<file path="src/rtl/keypad_scanner_pkg.sv">
// keypad_scanner_pkg: key codes, debounce state encoding and key-map lookup for the keypad front end
// Optional feature macro: KEYPAD_MULTI_REJECT_EN (see keypad_scanner).
package keypad_scanner_pkg;
  localparam logic [4:0] KEY_0    = 5'd0;
  localparam logic [4:0] KEY_1    = 5'd1;
  localparam logic [4:0] KEY_2    = 5'd2;
  localparam logic [4:0] KEY_3    = 5'd3;
  localparam logic [4:0] KEY_4    = 5'd4;
  localparam logic [4:0] KEY_5    = 5'd5;
  localparam logic [4:0] KEY_6    = 5'd6;
  localparam logic [4:0] KEY_7    = 5'd7;
  localparam logic [4:0] KEY_8    = 5'd8;
  localparam logic [4:0] KEY_9    = 5'd9;
  localparam logic [4:0] KEY_A    = 5'd10;
  localparam logic [4:0] KEY_B    = 5'd11;
  localparam logic [4:0] KEY_C    = 5'd12;
  localparam logic [4:0] KEY_D    = 5'd13;
  localparam logic [4:0] KEY_STAR = 5'd14;
  localparam logic [4:0] KEY_HASH = 5'd15;
  localparam logic [4:0] KEY_NONE = 5'h1F;
  typedef enum logic {DB_IDLE = 1'b0, DB_COMPARE = 1'b1} db_state_t;
  // Entry {r,c} holds the code for row r, column c; listed from r3c3 down to r0c0.
  localparam logic [79:0] KEY_TABLE = {KEY_D, KEY_HASH, KEY_0, KEY_STAR,
                                       KEY_C, KEY_9, KEY_8, KEY_7,
                                       KEY_B, KEY_6, KEY_5, KEY_4,
                                       KEY_A, KEY_3, KEY_2, KEY_1};
  function automatic logic [4:0] key_code(input logic [1:0] r, input logic [1:0] c);
    return KEY_TABLE[5*int'({r, c}) +: 5];
  endfunction
endpackage

</file>
<file path="src/rtl/keypad_debounce.sv">
// keypad_debounce: frame-code debouncer with key hold and one-cycle new-press strobe
// Ports: clk, rst (sync, active-low), frame_valid (one cycle per frame end), frame_code[4:0],
//        key[4:0] (debounced code), key_strobe (one cycle after key takes a new non-KEY_NONE value).
module keypad_debounce
  import keypad_scanner_pkg::*;
#(
  parameter int DEBOUNCE_CNT = 4
) (
  input  logic       clk,
  input  logic       rst,
  input  logic       frame_valid,
  input  logic [4:0] frame_code,
  output logic [4:0] key,
  output logic       key_strobe
);
  localparam int CW = $clog2(DEBOUNCE_CNT + 1);
  db_state_t state, state_n;
  logic [4:0] fc, cand, key_d;
  logic [CW-1:0] cnt, cnt_inc;
  assign cnt_inc = cnt == CW'(DEBOUNCE_CNT) ? cnt : cnt + 1'b1;
  always_comb begin
    state_n = DB_IDLE;
    if (state == DB_IDLE && frame_valid) state_n = DB_COMPARE;
  end
  always_ff @(posedge clk) begin
    if (!rst) begin
      state      <= DB_IDLE;
      fc         <= KEY_NONE;
      cand       <= KEY_NONE;
      cnt        <= '0;
      key        <= KEY_NONE;
      key_d      <= KEY_NONE;
      key_strobe <= 1'b0;
    end else begin
      state      <= state_n;
      key_d      <= key;
      key_strobe <= key != key_d && key != KEY_NONE;
      if (state == DB_IDLE && frame_valid) fc <= frame_code;
      if (state == DB_COMPARE) begin
        if (fc == cand) begin
          cnt <= cnt_inc;
          if (cnt_inc == CW'(DEBOUNCE_CNT) && cand != key) key <= cand;
        end else begin
          cand <= fc;
          cnt  <= CW'(1);
        end
      end
    end
  end
endmodule

</file>
<file path="src/rtl/keypad_scanner.sv">
// keypad_scanner: 4x4 active-low matrix keypad scanner, decoder and debounced key output
// Ports: clk, rst (sync, active-low), row[3:0] (async active-low returns), col[3:0] (active-low drive),
//        key[4:0] (debounced code, KEY_NONE when idle), key_strobe (one cycle per new press).
// Build option: define KEYPAD_MULTI_REJECT_EN to turn any frame with two or more low samples into KEY_NONE.
module keypad_scanner
  import keypad_scanner_pkg::*;
#(
  parameter int SCAN_DIV     = 16,
  parameter int DEBOUNCE_CNT = 4
) (
  input  logic       clk,
  input  logic       rst,
  input  logic [3:0] row,
  output logic [3:0] col,
  output logic [4:0] key,
  output logic       key_strobe
);
  localparam int DW = $clog2(SCAN_DIV);
  logic [3:0] row_m, row_s, low;
  logic [DW-1:0] div;
  logic [1:0] c, r;
  logic found, last, frame_end, hit;
  logic [4:0] code, hit_code, frame_code;
  assign low       = ~row_s;
  assign last      = div == DW'(SCAN_DIV - 1);
  assign frame_end = last && c == 2'd3;
  assign hit       = |low;
  assign r         = low[0] ? 2'd0 : low[1] ? 2'd1 : low[2] ? 2'd2 : 2'd3;
  assign hit_code  = key_code(r, c);
  assign col       = ~(4'b0001 << c);
`ifdef KEYPAD_MULTI_REJECT_EN
  logic multi, many;
  // Two lows in this column, or a low here after an earlier hit, marks the frame as a multi-press.
  assign many       = multi || (found && hit) || (low & (low - 4'd1)) != 4'd0;
  assign frame_code = many ? KEY_NONE : found ? code : hit ? hit_code : KEY_NONE;
  always_ff @(posedge clk) begin
    if (!rst || frame_end) multi <= 1'b0;
    else if (last) multi <= many;
  end
`else
  assign frame_code = found ? code : hit ? hit_code : KEY_NONE;
`endif
  always_ff @(posedge clk) begin
    if (!rst) begin
      row_m <= 4'hF;
      row_s <= 4'hF;
      div   <= '0;
      c     <= '0;
      found <= 1'b0;
      code  <= KEY_NONE;
    end else begin
      row_m <= row;
      row_s <= row_m;
      div   <= last ? '0 : div + 1'b1;
      if (last) c <= c + 2'd1;
      if (frame_end) begin
        found <= 1'b0;
        code  <= KEY_NONE;
      end else if (last && hit && !found) begin
        found <= 1'b1;
        code  <= hit_code;
      end
    end
  end
  keypad_debounce #(.DEBOUNCE_CNT(DEBOUNCE_CNT)) u_debounce (
    .clk        (clk),
    .rst        (rst),
    .frame_valid(frame_end),
    .frame_code (frame_code),
    .key        (key),
    .key_strobe (key_strobe)
  );
endmodule
</file>
<file path="config.mk">
export PLATFORM = sky130hd
export DESIGN_NAME = keypad_scanner
export DESIGN_NICKNAME = d
export VERILOG_FILES = /design/src/rtl/keypad_scanner_pkg.sv /design/src/rtl/keypad_debounce.sv /design/src/rtl/keypad_scanner.sv
export SDC_FILE = /design/constraint.sdc
export NUM_CORES = 1
export LEC_CHECK = 0
export ABC_AREA = 1
export CORE_MARGIN = 1
export CORE_UTILIZATION = 55
export CTS_BUF_LIST = sky130_fd_sc_hd__clkbuf_16
export DETAILED_ROUTE_END_ITERATION = 7
export PLACE_DENSITY = 0.76
export SLEW_MARGIN = 20
export SYNTH_ARGS = -nofsm -noshare
export SYNTH_HDL_FRONTEND = slang
export SYNTH_SLANG_ARGS = --single-unit
</file>
<file path="constraint.sdc">
create_clock -name clk -period 1.6 [get_ports clk]
set_input_delay 0.4 -clock clk [delete_from_list [all_inputs] [get_ports clk]]
set_output_delay 0.4 -clock clk [all_outputs]
set_load 0.01 [all_outputs]
</file>
Word-level counts from Yosys, hierarchy flattened
Cells that the tools add are included.

Add/sub/neg operators: 3. Multiply operators: 1. Equality and inequality tests: 8. Shift operators: 2. Multiplexer cells: 8. Bitwise gates (word level): 5. Reductions and logical operators: 12.

Operators with widths (count): variable part select 80 x 8 -> 5 bit, first input constant (1); two-way mux 5 bit (2); inequality test 5 bit (2); inverter 4 bit (2); multiplier 3 x 4 -> 7 bit, first input constant (1); equality test 3 bit, second input constant (2); logical AND 1 bit (6); two-way mux 3 bit (2); equality test 5 bit (1); inequality test 5 bit, second input constant (1); adder 4 x 1 -> 4 bit, second input constant (1); equality test 4 bit, second input constant (1); two-way mux 2 bit (2); OR reduction 2 bit (2); OR reduction 4 bit (1); << shifter 1 x 2 -> 4 bit, first input constant (1); adder 3 x 1 -> 3 bit, second input constant (1); inverter 1 bit (3); AND reduction 3 bit (1); adder 2 x 1 -> 2 bit, second input constant (1); equality test 2 bit, second input constant (1); two-way mux 1 bit (2); AND reduction 2 bit (1); zero test 1 bit (1).

Bits in registers: 45. Bits of input ports: 6. Output and inout bits: 10. Logic and storage cells: 52.

Depth between registers and ports, before layout
Word-level depth: 8. Depth in mapped cells: 11. Gate-level depth less buffers: 11.

Modules after synthesis
A second synthesis with hierarchy kept.

Cell total of the unflattened synthesis: 272. Area total of the unflattened synthesis: 2120.8 µm².

By module, submodules not included: keypad_debounce (times used 1, cells each 150, area an instance 1178.6 µm², seq. area each 500.5 µm²); keypad_scanner (times used 1, cells each 122, area an instance 942.2 µm², seq. area each 400.4 µm²).

Least setup slack after synthesis
OpenSTA, ideal clock, no wires.

Path type: register to register. Start point: register u_debounce.cnt[0]. End point: register u_debounce.key[4]. Setup time: 0.134 ns. Arrival: 1.204 ns. Data required time: 1.466 ns. Slack: 0.262 ns. Cell stages (with the launch flop): 11. Path buffers: 0. Clock period less this slack: 1.338 ns. Cells stage by stage: dfxtp_1 inv_1 ha_1 nand2_1 o21ai_1 nor2_1 nand2_1 inv_2 nand2_4 nand2_1 nand3_1.

Longest elaborated chain between the ends: 5. Elaborated cells on any way between the ends: 6. Those cells by class: add/sub: 1; eq/ne: 2; mux: 1; reduce/logical: 2.

Ends and longest elaborated chain: from (decl) (RTL line keypad_debounce.sv:19) `logic [CW-1:0] cnt, cnt_inc;`; from (signal assigned) (RTL line keypad_debounce.sv:41) `cnt <= cnt_inc;`; adder 3 x 1 -> 3 bit / equality test 3 bit (equally long branches) (RTL line keypad_debounce.sv:20) `assign cnt_inc = cnt == CW'(DEBOUNCE_CNT) ? cnt : cnt + 1'b1;`; two-way mux 3 bit (*) (RTL line keypad_debounce.sv:20); equality test 3 bit (*) (RTL line keypad_debounce.sv:42) `if (cnt_inc == CW'(DEBOUNCE_CNT) && cand != key) key <= cand;`; logical AND 1 bit (*) (RTL line keypad_debounce.sv:42); AND reduction 3 bit (no line) (*); to (signal assigned) (RTL line keypad_debounce.sv:42); to (decl) (RTL line keypad_debounce.sv:13) `output logic [4:0] key,`.

Every way passes the cells marked *; elsewhere a longest branch is shown, timed or not. A chain may end at the register's enable or synchronous reset.

Final worst setup path
Start point: register c[0]. End point: output port col[2].

Longest elaborated chain between the ends: 2.

Ends and longest elaborated chain: from (decl) (RTL line keypad_scanner.sv:21) `logic [1:0] c, r;`; from (signal assigned) (RTL line keypad_scanner.sv:55) `if (last) c <= c + 2'd1;`; << shifter 1 x 2 -> 4 bit (RTL line keypad_scanner.sv:30) `assign col = ~(4'b0001 << c);`; inverter 4 bit (RTL line keypad_scanner.sv:30); to (decl) (RTL line keypad_scanner.sv:14) `output logic [3:0] col,`.

Every way passes these cells.

==> reports/qor.json <==
{
  "globalRouteOverflowTotal": 0,
  "drive_gt1_share_pct": 20.9,
  "asyncSetResetFlopFracSynth_pct": 0,
  "aggregate_global_route_resource_usage_pct": 23.0,
  "hold_path.class": "flop to flop",
  "power_frac_comb_pct": 4.6,
  "first_pass_iters": 4,
  "worst-slew-pin-transition_ps": 428,
  "totalWireLength_um": 4130,
  "die-height_um": 63.5,
  "cts.reportedPaths.clkPinSlew_ps": 50,
  "ys_seq_elements": 45,
  "ys_types": 29,
  "maximum_level_of_the_cts_h_tree": 2,
  "reg_power_share_pct": 52.4,
  "crit_type": "flop to primary output",
  "initial_antenna_violation_count": 0,
  "holdBufCountCts": 0,
  "intPower_mw": 1.74,
  "final.period_utilization_pct": 97.8,
  "p_leak_nw": 1.25,
  "remaining_routing_drc_violations": 0,
  "total_cts_buffers": 5,
  "gp_congestion": 0.806,
  "worst-endpoint-arrival_ps": 1170,
  "drt_first_iter_violations": 75,
  "switching_share_pct": 20.5,
  "max-clock-path-buffers": 2,
  "initial_utilization_pct": 59.9,
  "post_dp_cell_area_mm2": 0.00237,
  "run_status": "complete, no violations",
  "grt_max_degree": 21,
  "detailroute.via_count": 1749,
  "yosys.cell_count.top_type": "sky130_fd_sc_hd__nand2_1",
  "wl_per_cell_um": 11.7,
  "fp-row-count": 21,
  "share_clk_of_total_power_pct": 43.0,
  "number_of_global_route_vias_before_repair": 1674,
  "post_synth_edffs": 0,
  "filler_cell_count": 305,
  "die_w_um": 63.5,
  "synth_sequential_area_ratio_pct": 43.4,
  "finalHoldWorstSlack_ps": 412,
  "area_of_the_die_mm2": 0.00403,
  "final.min_clock_period_ps": 1570,
  "worst_clock_skew_ps": 8.19,
  "setup.worst_path.start_class": "flop",
  "power_density_mw_per_mm2": 862,
  "cp-startpoint": "c[0]",
  "clkSinkCount": 45,
  "yosys.area.top_type": "sky130_fd_sc_hd__dfxtp_1",
  "timing.final.setup_violations": 0,
  "worst_skew_pair.late_latency_ps": 280,
  "vias_per_cell": 4.97,
  "category_of_the_worst_setup_path_capture_point": "primary output",
  "fmaxAchievable_mhz": 639,
  "tritoncts": "yes",
  "postSynth.topFlopCell": "sky130_fd_sc_hd__dfxtp_1",
  "finalHoldViolations": 0,
  "timing.critical_path.required_ps": 1200,
  "synth_warnings": 0,
  "syn_area_mm2": 0.00208,
  "hold_path_startpoint": "row_m[0]",
  "synthTopCellsByArea": "sky130_fd_sc_hd__dfxtp_1 (43%), sky130_fd_sc_hd__nand2_1 (12%), sky130_fd_sc_hd__ha_1 (5.4%)",
  "max-cap-violations": 0,
  "avgSynthCellArea_um2": 7.64,
  "clock_tree.root_cell": "sky130_fd_sc_hd__clkbuf_16",
  "worst_path_fanout_max": 3,
  "switchingPower_mw": 0.448,
  "stdcell_area_mm2": 0.00253,
  "worstReg2RegStart": "u_debounce.cnt[1]",
  "place.port_buffers": 15,
  "hpwlAfterDp_um": 3000,
  "final-max-slew-violation-count": 0,
  "postSynthCellCount": 272,
  "final_net_count": 321,
  "boundaryPins": 16,
  "final_critical_path_setup_slack_ps": 34.7,
  "worst_ir_drop_vdd_mv": 0.556,
  "grt_pass1_wl_um": 7090,
  "dp_worst_setup_slack_ps": -69.5,
  "synthesis.nets": 287,
  "insertedDiodeCount": 0,
  "layout-area-overhead-vs-synth_pct": 22.0,
  "share_of_the_synthesized_area_in_the_top_cell_type_pct": 43.4,
  "yosys-top-cells-count": "sky130_fd_sc_hd__nand2_1 (68), sky130_fd_sc_hd__dfxtp_1 (45), sky130_fd_sc_hd__inv_1 (21)",
  "placeable_core_region_mm2": 0.00347,
  "slew_headroom_pct": 71.3,
  "final_antenna_net_count": 0
}
==> cells by family (layout without fill, tap and decap cells) <==
kind of cell	after synthesis	in the layout	synth area share [%]
buf+inv	39	73	7.05
xor+xnor	7	7	2.95
flops	45	45	43.4
fa+ha+maj	9	9	5.42
compound gates	46	46	12.4
simple gates	126	126	28.8
==> timing repair <==
item,CTS,global route
hold endpoints to repair,0,0
setup endpoints to repair,6,15
setup buffers,0,2
pin swaps,0,2
gates resized for setup,14,9
==> critical path: stages, from the launching register on <==
cell                              delay, ps
sky130_fd_sc_hd__dfxtp_2                330
sky130_fd_sc_hd__inv_1                   70
sky130_fd_sc_hd__ha_1                   210
sky130_fd_sc_hd__inv_1                   70
sky130_fd_sc_hd__clkdlybuf4s15_2        210
==> final cells by class <==
class / instances / area (um^2) / share of cell area (%)
Multi-Input combinational cell: 188 / 1050 / 41.3
Clock inverter: 2 / 7.51 / 0.296
Clock buffer: 5 / 125 / 4.94
Sequential cell: 45 / 907 / 35.8
Inverter: 36 / 135 / 5.33
Tap cell: 46 / 57.6 / 2.27
Timing Repair Buffer: 30 / 254 / 10.0
==> sequential cells by signal, indices dropped and copies added, names as in the netlist <==
register,count
code,5
u_debounce.cand,5
u_debounce.fc,5
u_debounce.key,5
u_debounce.key_d,5
div,4
row_m,4
row_s,4
u_debounce.cnt,3
c,2
found,1
u_debounce.key_strobe,1
u_debounce.state,1
==> per-layer routing <==
metal,GRT usage (%),vias up,routed length [um]
li1,-,935,-
met1,24.6,780,1860
met2,42.6,24,2060
met3,5.43,10,99
met4,9.09,0,103
met5,0,-,0
==> per-stage QoR <==
step                      std cells  total power [mW]  utilization, %  TNS [ps]
after detailed placement        343              1.27            68.4      -172
after global placement          343              1.27            68.4     -47.9
after global routing            352              2.26            73.1     -26.4
after CTS                       350              2.20            72.3         0
after floorplan                 272              1.23               -         0
final                           352              2.18            73.1         0
==> cells in the final DEF, fill, tap and decap left out <==
| cell | count |
|---|---|
| sky130_fd_sc_hd__nand3b_1 | 1 |
| sky130_fd_sc_hd__nand2_1 | 67 |
| sky130_fd_sc_hd__nand2_2 | 4 |
| sky130_fd_sc_hd__nand4_1 | 1 |
| sky130_fd_sc_hd__o21ai_0 | 11 |
| sky130_fd_sc_hd__clkdlybuf4s50_1 | 9 |
| sky130_fd_sc_hd__a31oi_1 | 1 |
| sky130_fd_sc_hd__buf_2 | 1 |
| sky130_fd_sc_hd__or2_1 | 3 |
| sky130_fd_sc_hd__nor2_8 | 1 |
| sky130_fd_sc_hd__inv_2 | 15 |
| sky130_fd_sc_hd__dfxtp_1 | 40 |
| sky130_fd_sc_hd__inv_1 | 21 |
| sky130_fd_sc_hd__o21ai_1 | 9 |
| sky130_fd_sc_hd__clkbuf_16 | 5 |
| sky130_fd_sc_hd__nand3_1 | 20 |
| sky130_fd_sc_hd__dfxtp_2 | 5 |
| sky130_fd_sc_hd__xnor2_1 | 5 |
| sky130_fd_sc_hd__nand2_4 | 1 |
| sky130_fd_sc_hd__dlymetal6s2s_1 | 1 |
| sky130_fd_sc_hd__buf_4 | 15 |
| sky130_fd_sc_hd__xor2_1 | 2 |
| sky130_fd_sc_hd__clkbuf_2 | 1 |
| sky130_fd_sc_hd__nor2_4 | 3 |
| sky130_fd_sc_hd__clkdlybuf4s15_2 | 1 |
| sky130_fd_sc_hd__a21boi_2 | 1 |
| sky130_fd_sc_hd__ha_1 | 8 |
| sky130_fd_sc_hd__nor2_1 | 16 |
| sky130_fd_sc_hd__clkinv_1 | 2 |
| sky130_fd_sc_hd__dlygate4sd2_1 | 2 |
| sky130_fd_sc_hd__or2_2 | 7 |
| sky130_fd_sc_hd__a31oi_2 | 1 |
| sky130_fd_sc_hd__o211ai_1 | 5 |
| sky130_fd_sc_hd__ha_2 | 1 |
| sky130_fd_sc_hd__nand3_4 | 2 |
| sky130_fd_sc_hd__a21oi_1 | 18 |
==> final timing paths <==
path                        to  slack, ps  depth (start not counted)
max                     col[2]         30                          4
min                   row_s[0]        410                          1
max reg2reg  u_debounce.key[2]        100                         10
min reg2reg           row_s[0]        410                          1
==> power by group through the flow <==
stage               Combinational, mW  Clock [mW]  Sequential [mW]
CTS                             0.100       0.956             1.14
floorplan                      0.0650           0             1.17
global route                    0.114        1.00             1.15
finish                          0.101       0.939             1.14
global placement               0.0973           0             1.17
detailed placement             0.0989           0             1.17
(Power assumes the default switching activity.)
